===== src/rtl/seq_scan_pkg.sv =====
// rtl/seq_scan_pkg.sv - shared state encodings and width helper for the sequence scan controller
package seq_scan_pkg;

    localparam logic [2:0] ST_IDLE  = 3'd0;
    localparam logic [2:0] ST_CLR   = 3'd1;
    localparam logic [2:0] ST_SHIFT = 3'd2;
    localparam logic [2:0] ST_DRAIN = 3'd3;
    localparam logic [2:0] ST_DONE  = 3'd4;

    typedef enum logic [2:0] {
        S_IDLE  = ST_IDLE,
        S_CLR   = ST_CLR,
        S_SHIFT = ST_SHIFT,
        S_DRAIN = ST_DRAIN,
        S_DONE  = ST_DONE
    } state_t;

    function automatic int cw_f(input int w);
        return $clog2(w + 1);
    endfunction

endpackage


===== src/rtl/seq_scan_ctrl_rr_arb.sv =====
// rtl/seq_scan_ctrl_rr_arb.sv - N-way round-robin arbiter, combinational grant, registered pointer
module rr_arb #(
    parameter  int N  = 2,
    localparam int IW = $clog2(N)
) (
    input  logic          clk,
    input  logic          rst,
    input  logic [N-1:0]  req_i,
    input  logic          upd_i,
    input  logic [IW-1:0] upd_idx_i,
    output logic [N-1:0]  gnt_o,
    output logic [IW-1:0] gnt_idx_o
);

    logic [IW-1:0] ptr_q;

    always_ff @(posedge clk) begin
        if (!rst) begin
            ptr_q <= '0;
        end else if (upd_i) begin
            ptr_q <= (upd_idx_i == IW'(N - 1)) ? '0 : upd_idx_i + 1'b1;
        end
    end

    // Scan from the pointer upward with wraparound; first requester found wins.
    always_comb begin
        logic          found;
        logic [IW-1:0] idx;
        gnt_o     = '0;
        gnt_idx_o = '0;
        found     = 1'b0;
        idx       = '0;
        for (int k = 0; k < N; k++) begin
            idx = IW'((int'(ptr_q) + k) % N);
            if (!found && req_i[idx]) begin
                found      = 1'b1;
                gnt_o[idx] = 1'b1;
                gnt_idx_o  = idx;
            end
        end
    end

endmodule


===== src/rtl/seq_scan_ctrl.sv =====
// rtl/seq_scan_ctrl.sv - shares one serial sequence detector between N requesters
// Optional SEQ_SCAN_FIRST_HIT_EN adds first_idx (stream position of the first hit).
module seq_scan_ctrl
    import seq_scan_pkg::*;
#(
    parameter  int N       = 2,
    parameter  int W       = 8,
    parameter  int DET_LAT = 1,
    localparam int CW      = cw_f(W),
    localparam int IW      = $clog2(N)
) (
    input  logic            clk,
    input  logic            rst,
    input  logic [N-1:0]    req,
    input  logic [N*W-1:0]  data,
    output logic [N-1:0]    gnt,
    output logic            busy,
    output logic            done,
    output logic [IW-1:0]   done_id,
    output logic [CW-1:0]   hit_cnt,
`ifdef SEQ_SCAN_FIRST_HIT_EN
    output logic [CW-1:0]   first_idx,
`endif
    output logic            det_rst,
    output logic            det_inp,
    input  logic            det_outp
);

    state_t               state_q, state_d;
    logic [N-1:0]         gnt_q;
    logic [IW-1:0]        gidx_q, done_id_q;
    logic [W-1:0]         sreg_q;
    logic [CW-1:0]        bit_q, cnt_q, cnt_d, sidx_q, hit_cnt_q;
    logic [1:0]           drn_q;
    logic [DET_LAT-1:0]   vld_q;
    logic [N-1:0]         arb_gnt;
    logic [IW-1:0]        arb_idx;
    logic                 smp, hit, fin;

    rr_arb #(.N(N)) u_arb (
        .clk       (clk),
        .rst       (rst),
        .req_i     (req),
        .upd_i     (state_q == S_DONE),
        .upd_idx_i (gidx_q),
        .gnt_o     (arb_gnt),
        .gnt_idx_o (arb_idx)
    );

    always_comb begin
        state_d = state_q;
        case (state_q)
            S_IDLE:  if (|req) state_d = S_CLR;
            S_CLR:   state_d = S_SHIFT;
            S_SHIFT: if (bit_q == CW'(W - 1)) state_d = S_DRAIN;
            S_DRAIN: if (drn_q == 2'(DET_LAT - 1)) state_d = S_DONE;
            S_DONE:  state_d = S_IDLE;
            default: state_d = S_IDLE;
        endcase
    end

    // The valid delay line aligns each streamed bit with the detector's answer for it.
    assign smp   = vld_q[DET_LAT-1];
    assign hit   = smp & det_outp;
    assign cnt_d = (hit && cnt_q != '1) ? cnt_q + 1'b1 : cnt_q;
    assign fin   = (state_q == S_DRAIN) && (state_d == S_DONE);

`ifdef SEQ_SCAN_FIRST_HIT_EN
    logic [CW-1:0] fst_q, fst_d, first_q;
    assign fst_d     = (hit && fst_q == '1) ? sidx_q : fst_q;
    assign first_idx = first_q;

    always_ff @(posedge clk) begin
        if (!rst) begin
            fst_q   <= '1;
            first_q <= '1;
        end else begin
            if (smp) fst_q <= fst_d;
            if (fin) first_q <= fst_d;
            if (state_q == S_IDLE && |req) fst_q <= '1;
        end
    end
`endif

    always_ff @(posedge clk) begin
        if (!rst) begin
            state_q   <= S_IDLE;
            gnt_q     <= '0;
            gidx_q    <= '0;
            sreg_q    <= '0;
            bit_q     <= '0;
            drn_q     <= '0;
            vld_q     <= '0;
            cnt_q     <= '0;
            sidx_q    <= '0;
            hit_cnt_q <= '0;
            done_id_q <= '0;
        end else begin
            state_q <= state_d;
            vld_q   <= (vld_q << 1) | DET_LAT'(state_q == S_SHIFT);
            if (smp) begin
                cnt_q  <= cnt_d;
                sidx_q <= sidx_q + 1'b1;
            end
            if (fin) begin
                hit_cnt_q <= cnt_d;
                done_id_q <= gidx_q;
            end
            case (state_q)
                S_IDLE: begin
                    if (|req) begin
                        gnt_q  <= arb_gnt;
                        gidx_q <= arb_idx;
                        sreg_q <= data[arb_idx*W +: W];
                        bit_q  <= '0;
                        cnt_q  <= '0;
                        sidx_q <= '0;
                    end
                end
                S_SHIFT: begin
                    sreg_q <= sreg_q << 1;
                    bit_q  <= bit_q + 1'b1;
                    drn_q  <= '0;
                end
                S_DRAIN: drn_q <= drn_q + 1'b1;
                S_DONE:  gnt_q <= '0;
                default: ;
            endcase
        end
    end

    assign gnt     = gnt_q;
    assign busy    = (state_q != S_IDLE);
    assign done    = (state_q == S_DONE);
    assign done_id = done_id_q;
    assign hit_cnt = hit_cnt_q;
    assign det_rst = (state_q == S_IDLE) || (state_q == S_CLR) || (state_q == S_DONE);
    assign det_inp = (state_q == S_SHIFT) & sreg_q[W-1];

endmodule

===== config.mk =====
export PLATFORM = sky130hd
export DESIGN_NAME = seq_scan_ctrl
export DESIGN_NICKNAME = d
export VERILOG_FILES = /design/src/rtl/seq_scan_pkg.sv /design/src/rtl/seq_scan_ctrl_rr_arb.sv /design/src/rtl/seq_scan_ctrl.sv
export SDC_FILE = /design/constraint.sdc
export NUM_CORES = 1
export LEC_CHECK = 0
export CAP_MARGIN = 20
export CELL_PAD_IN_SITES_DETAIL_PLACEMENT = 1
export CELL_PAD_IN_SITES_GLOBAL_PLACEMENT = 2
export CORE_MARGIN = 2
export CORE_UTILIZATION = 30
export DETAILED_ROUTE_END_ITERATION = 10
export PLACE_DENSITY_LB_ADDON = 0.08
export REMOVE_ABC_BUFFERS = 1
export SKIP_LAST_GASP = 1
export SYNTH_ARGS = -nofsm -noshare
export SYNTH_HDL_FRONTEND = slang
export SYNTH_HIERARCHICAL = 1
export SYNTH_SLANG_ARGS = --single-unit

===== constraint.sdc =====
create_clock -name clk -period 1.8 [get_ports clk]
set_input_delay 0.27 -clock clk [delete_from_list [all_inputs] [get_ports clk]]
set_output_delay 0.27 -clock clk [all_outputs]
set_load 0.02 [all_outputs]

==> run metrics <==
WL final=4090 µm; fmax=588 MHz; Synth-to-Final Area Change=37.4%; Synth Area in Compound Gates=23.8%; #FFs+latches synth=31; clock buffer depth=2; CTS Root Cell=clkbuf_8; Clock Latency Late Sink=0.28 ns; Initial DRC Count=51; Starting Density=30.7%; fin. max-slew vios=0; Core ar.=5040 µm²; Post-Synth Simple-Gate Area=25.6%; Inst Count DP=285; crit end category=primary output; Crit-path slowest cell=dfxtp_1; Ys Warns=6; Hold Crit Class=flop to flop; postcts setup bufs=0; critical-path cell list=buf_4 > nor3b_4 > and2_1 > clkdlybuf4s15_1; skew final=0.00700 ns; max incr delay on CP=0.31 ns; synthesized area per cell=8.84 µm²; Final Cell Area=2120 µm²; clock-pin slew on the worst setup and hold paths=0.07 ns; worst setup path class=flop to primary output; RSZ-0062 raised after global routing=no; Post-CTS Hold Fix Bufs=0; power per standard cell area=872 nW/µm²; CTS buffer count=5; largest net degree at the start of global routing=16; crit path time final=1.70 ns; port buffer count=31; Worst Setup Start Kind=flop; die area=5740 µm²; most common cell after layout, fill and taps aside=dfxtp_1; Syn Inst Count=175; Synth cell types=45; Seq/Total Area, Yosys=40.1%; NumNets Final=246; DR pass1 iterations=4; leakage=0.804 nW; CTS Sinks=31; GR Util All Layers=15.8%; die span in y=75.8 µm; most frequent cells in the layout=dfxtp_1 (30), clkdlybuf4s50_1 (27), buf_4 (19); Synth area leaders=dfxtp_1 (40%), a211oi_1 (4.4%), o32ai_1 (4.0%), nand2_1 (3.6%), nor2_1 (3.6%); FP Rows=26; Boundary Pins=32; GRT overflow=0; CTS tree=built; vias=1,445; post-synthesis mux area share=1.29%; final hold violation count=0; Max-Cap Viols=0; CP arrival=1.43 ns; CP required=1.53 ns; global-route wire length before repair=6780 µm; Worst VDD drop=0.299 mV; initial antenna violation count=0; DRC=0; Worst-Margin Slew=0.507 ns; n_diodes=0; Hold Crit Start=drn_q[1]$_SDFFE_PN0P_; Synth top area share=40.1%; RePlAce Congestion=0.724; area leader, netlist=dfxtp_1; WHS=0.469 ns; largest family of logic cells by synthesized area=simple AND/OR/NAND/NOR gates; fin crit share=94.4%; async set-reset flop share out of synthesis=0%; vias per cell=4.93; Synth Area in Adders=2.43%; final setup fails=0; H-tree depth=2; Setup crit start=state_q[2]$_SDFF_PN0_; vias in the first global route=1,430; Cell Count, Final, Fillers Out=293; leading register cell type out of synthesis=dfxtp_1; fill count=587; Placement Cell Area=2010 µm²; Max FO, Critical Path=11; Antenna Nets Post-Route=0; drt wl/cell=13.9 µm; relative slew slack=65.8%; PostCTS Resize Cnt=5; post-synthesis xor/xnor area fraction=0%; layout cells sized above 1=16.1%; Synth Cell Area=1550 µm²; Post-synth EDFFs=0; status=finished clean; total power=1.85 mW; hpwl dp=3140 µm; R2R Path Start=state_q[0]$_SDFF_PN0_; Die X=75.8 µm
flip-flops by register name, summed over array words and instances, names as in the netlist:
signal and flops:
done_id 1, hit_cnt 4, cnt_q 4, sreg_q 8, drn_q 2, smp 1
bit_q 4, gnt 2, gidx_q 1, u_arb/ptr_q 1, state_q 3
metrics by stage:
stage               setup WS (ns)  utilization [%]  setup TNS (ns)
finish                      0.100             42.1               0
global route              0.00571             42.1               0
CTS                      -0.00589             42.2        -0.00589
detailed placement        -0.0499             39.9         -0.0630
global placement           0.0204             39.9               0
floorplan                   0.239                -               0
cell type report:
| type | instances | area [µm²] | area share, % |
|---|---|---|---|
| repair buffers | 50 | 445 | 21.0 |
| clock buffers | 6 | 82.6 | 3.89 |
| inverters | 8 | 30.0 | 1.41 |
| clock inverters | 2 | 35.0 | 1.65 |
| well taps | 70 | 87.6 | 4.12 |
| multi-input cells | 126 | 822 | 38.7 |
| flip-flops and latches | 31 | 622 | 29.3 |
worst max-delay path: cells and delay by family (launching register included):
kind                   cells  cell delay, ns
buffers and inverters      2            0.48
flip-flops                 1            0.31
AND/OR/NAND/NOR            2            0.36
Yosys cell counts (all sizes together) (4+ instances only):
library cell	n
nor2	15
a211oi	9
a21oi	11
nor2b	8
nand2	15
inv	8
o32ai	7
o211ai	4
buf	8
dfxtp	31
o21ai	7
nand3	7
final timing paths:
kind / end / slack (ns) / cells after the start
worst min register to register: drn_q[1]$_SDFFE_PN0P_ / 0.47 / 2
worst max-delay path: det_inp / 0.10 / 4
worst min-delay path: drn_q[1]$_SDFFE_PN0P_ / 0.47 / 2
worst max register to register: cnt_q[3]$_SDFF_PN0_ / 0.22 / 6
power by group:
part           switching, mW  internal, mW  leakage, nW  total [mW]
logic                  0.185         0.181        0.490       0.366
registers             0.0315         0.733        0.253       0.765
clock network          0.273         0.448       0.0612       0.721
cells by family after synthesis:
logic type | after synthesis
AND/OR/NAND/NOR | 69
AO/OA/AOI/OAI | 52
flip-flops | 31
buffers and inverters | 18
adder cells (fa/ha/maj) | 3
multiplexers | 2
per-layer routing:
metal | up-vias | global-route usage [%] | share of wire [%] | wire length, µm
li1 | 735 | - | - | -
met1 | 678 | 20.4 | 49 | 2010
met2 | 27 | 25.2 | 45 | 1840
met3 | 5 | 4.50 | 4.4 | 179
met4 | 0 | 5.26 | 1.2 | 51
met5 | - | 0 | 0 | 0
Power figures use the tool's default switching activity.
==> variant (same flow settings) <==
`W`: 8 -> 12.
--- a/src/rtl/seq_scan_ctrl.sv
+++ b/src/rtl/seq_scan_ctrl.sv
@@ -6,3 +6,3 @@
     parameter  int N       = 2,
-    parameter  int W       = 8,
+    parameter  int W       = 12,
     parameter  int DET_LAT = 1,
Ports: changed (resized data); port bits go from 32 to 40. The function was not compared with the original's and may differ.
==> variant against the original RTL <==
Routed wire length grew 12%; worst setup slack lost 33 ps; sequential cell count grew 4; register-to-register slack lost 50 ps; design area grew 13%; sequential share of layout area shrank 0.10 points; die area grew 10%; clock power grew 2%; power grew 9.8%; combinational power grew 18%; area after synthesis grew 11%; largest cell class unchanged; highest routed layer unchanged.
==> variant: results (changes against the original RTL) <==
number of fill cells -> 636 (+8.3%)
vias in the first global route -> 1,656 (+16%)
largest vdd supply drop -> 358 uV (+20%)
sequential element share of the synthesized area -> 0.409 (+0.00746)
Rel. slew slack -> 0.758 (+0.0995)
reg2reg start -> state_q[2]
hold endpoint -> sreg_q[11]
Distinct cells, synth -> 46 (+2.2%)
run status -> complete, no violations
grt met1 use -> 0.168 (-0.0362)
dpl ws -> -203 ps (-153 ps)
Hold WS -> 458 ps (-11.4 ps)
WL met3 -> 205 microns (+15%)
dpl hpwl -> 3540 microns (+13%)
GRT Util Overall -> 0.154 (-0.00342)
worst reg2reg endpoint -> sreg_q[7]
max incr delay on CP -> 330 ps (+20 ps)
PortBufs -> 39 (+26%)
Critical Path Fanout Max -> 4 (-7)
Initial DRC Count -> 37 (-27%)
DR vias -> 1,528 (+5.7%)
final WL -> 4590 microns (+12%)
reg2reg setup slack -> 170 ps (-50 ps)
placed cell count -> 296 (+3.9%)
max FFs per register -> 12 (+4)
post-DR vias/cell -> 5.03 (+1.9%)
routability cong. -> 0.721 (-0.47%)
initial antenna violation count -> 0 (unchanged)
DRT met1 WL -> 2000 microns (-0.40%)
Pleak -> 0.964 nW (+20%)
Fin Clk Skew -> 4.99 ps (-2.02 ps)
## variant: cell count changes in the layout (fill, tap and decap cells not counted), moves of 8 or more
| cell | before | now |
|---|---|---|
| mux2_2 | 0 | 11 |
| mux2i_1 | 2 | 13 |
| o2bb2ai_1 | 0 | 11 |
| a211oi_1 | 9 | 1 |
| clkdlybuf4s50_1 | 27 | 35 |
## variant: logic make-up (layout without fill, tap and decap cells)
kind of cell	after synthesis	after routing	share of synthesized area
flops	35	35	0.409
mux	24	24	0.148
buf+inv	17	74	0.0526
compound gates	50	50	0.202
simple gates	46	46	0.166
fa+ha+maj	3	3	0.0219
## variant: layout make-up
cell class / count / area [sq um] / share of cell area
clock buffers: 6 / 82.6 / 0.0344
repair buffers: 59 / 538 / 0.224
flip-flops and latches: 35 / 701 / 0.292
multi-input cells: 123 / 930 / 0.387
well taps: 72 / 90.1 / 0.0375
clock inverters: 2 / 35.0 / 0.0146
inverters: 7 / 26.3 / 0.0109
## variant: how the worst max path moves through the flow
stage                      from         end  slack, ps  cells after the start
global placement         req[1]   sreg_q[4]       -130                      6
global route         state_q[2]     det_rst          2                      4
floorplan           u_arb/ptr_q  sreg_q[10]         60                      5
CTS                  state_q[1]        busy        -40                      5
finish               state_q[0]        busy         70                      5
detailed placement       req[1]   sreg_q[5]       -200                      6
## variant: repair_timing
item / in CTS / in global routing
cloned: 0 / 0
setup endpoints to repair: 4 / 4
resized for setup: 4 / 6
## variant: power by group
group	switching [W]	total [W]	internal, W
Clock	0.000289	0.000737	0.000448
Sequential	0.0000334	0.000863	0.000830
Combinational	0.000204	0.000432	0.000229
Total	0.000526	0.00203	0.00151
## variant: worst max-delay path: cells and delay by family, from the launching register on
kind / cells / cell delay, ps
flops: 1 / 330
simple gates: 1 / 200
buf+inv: 4 / 640
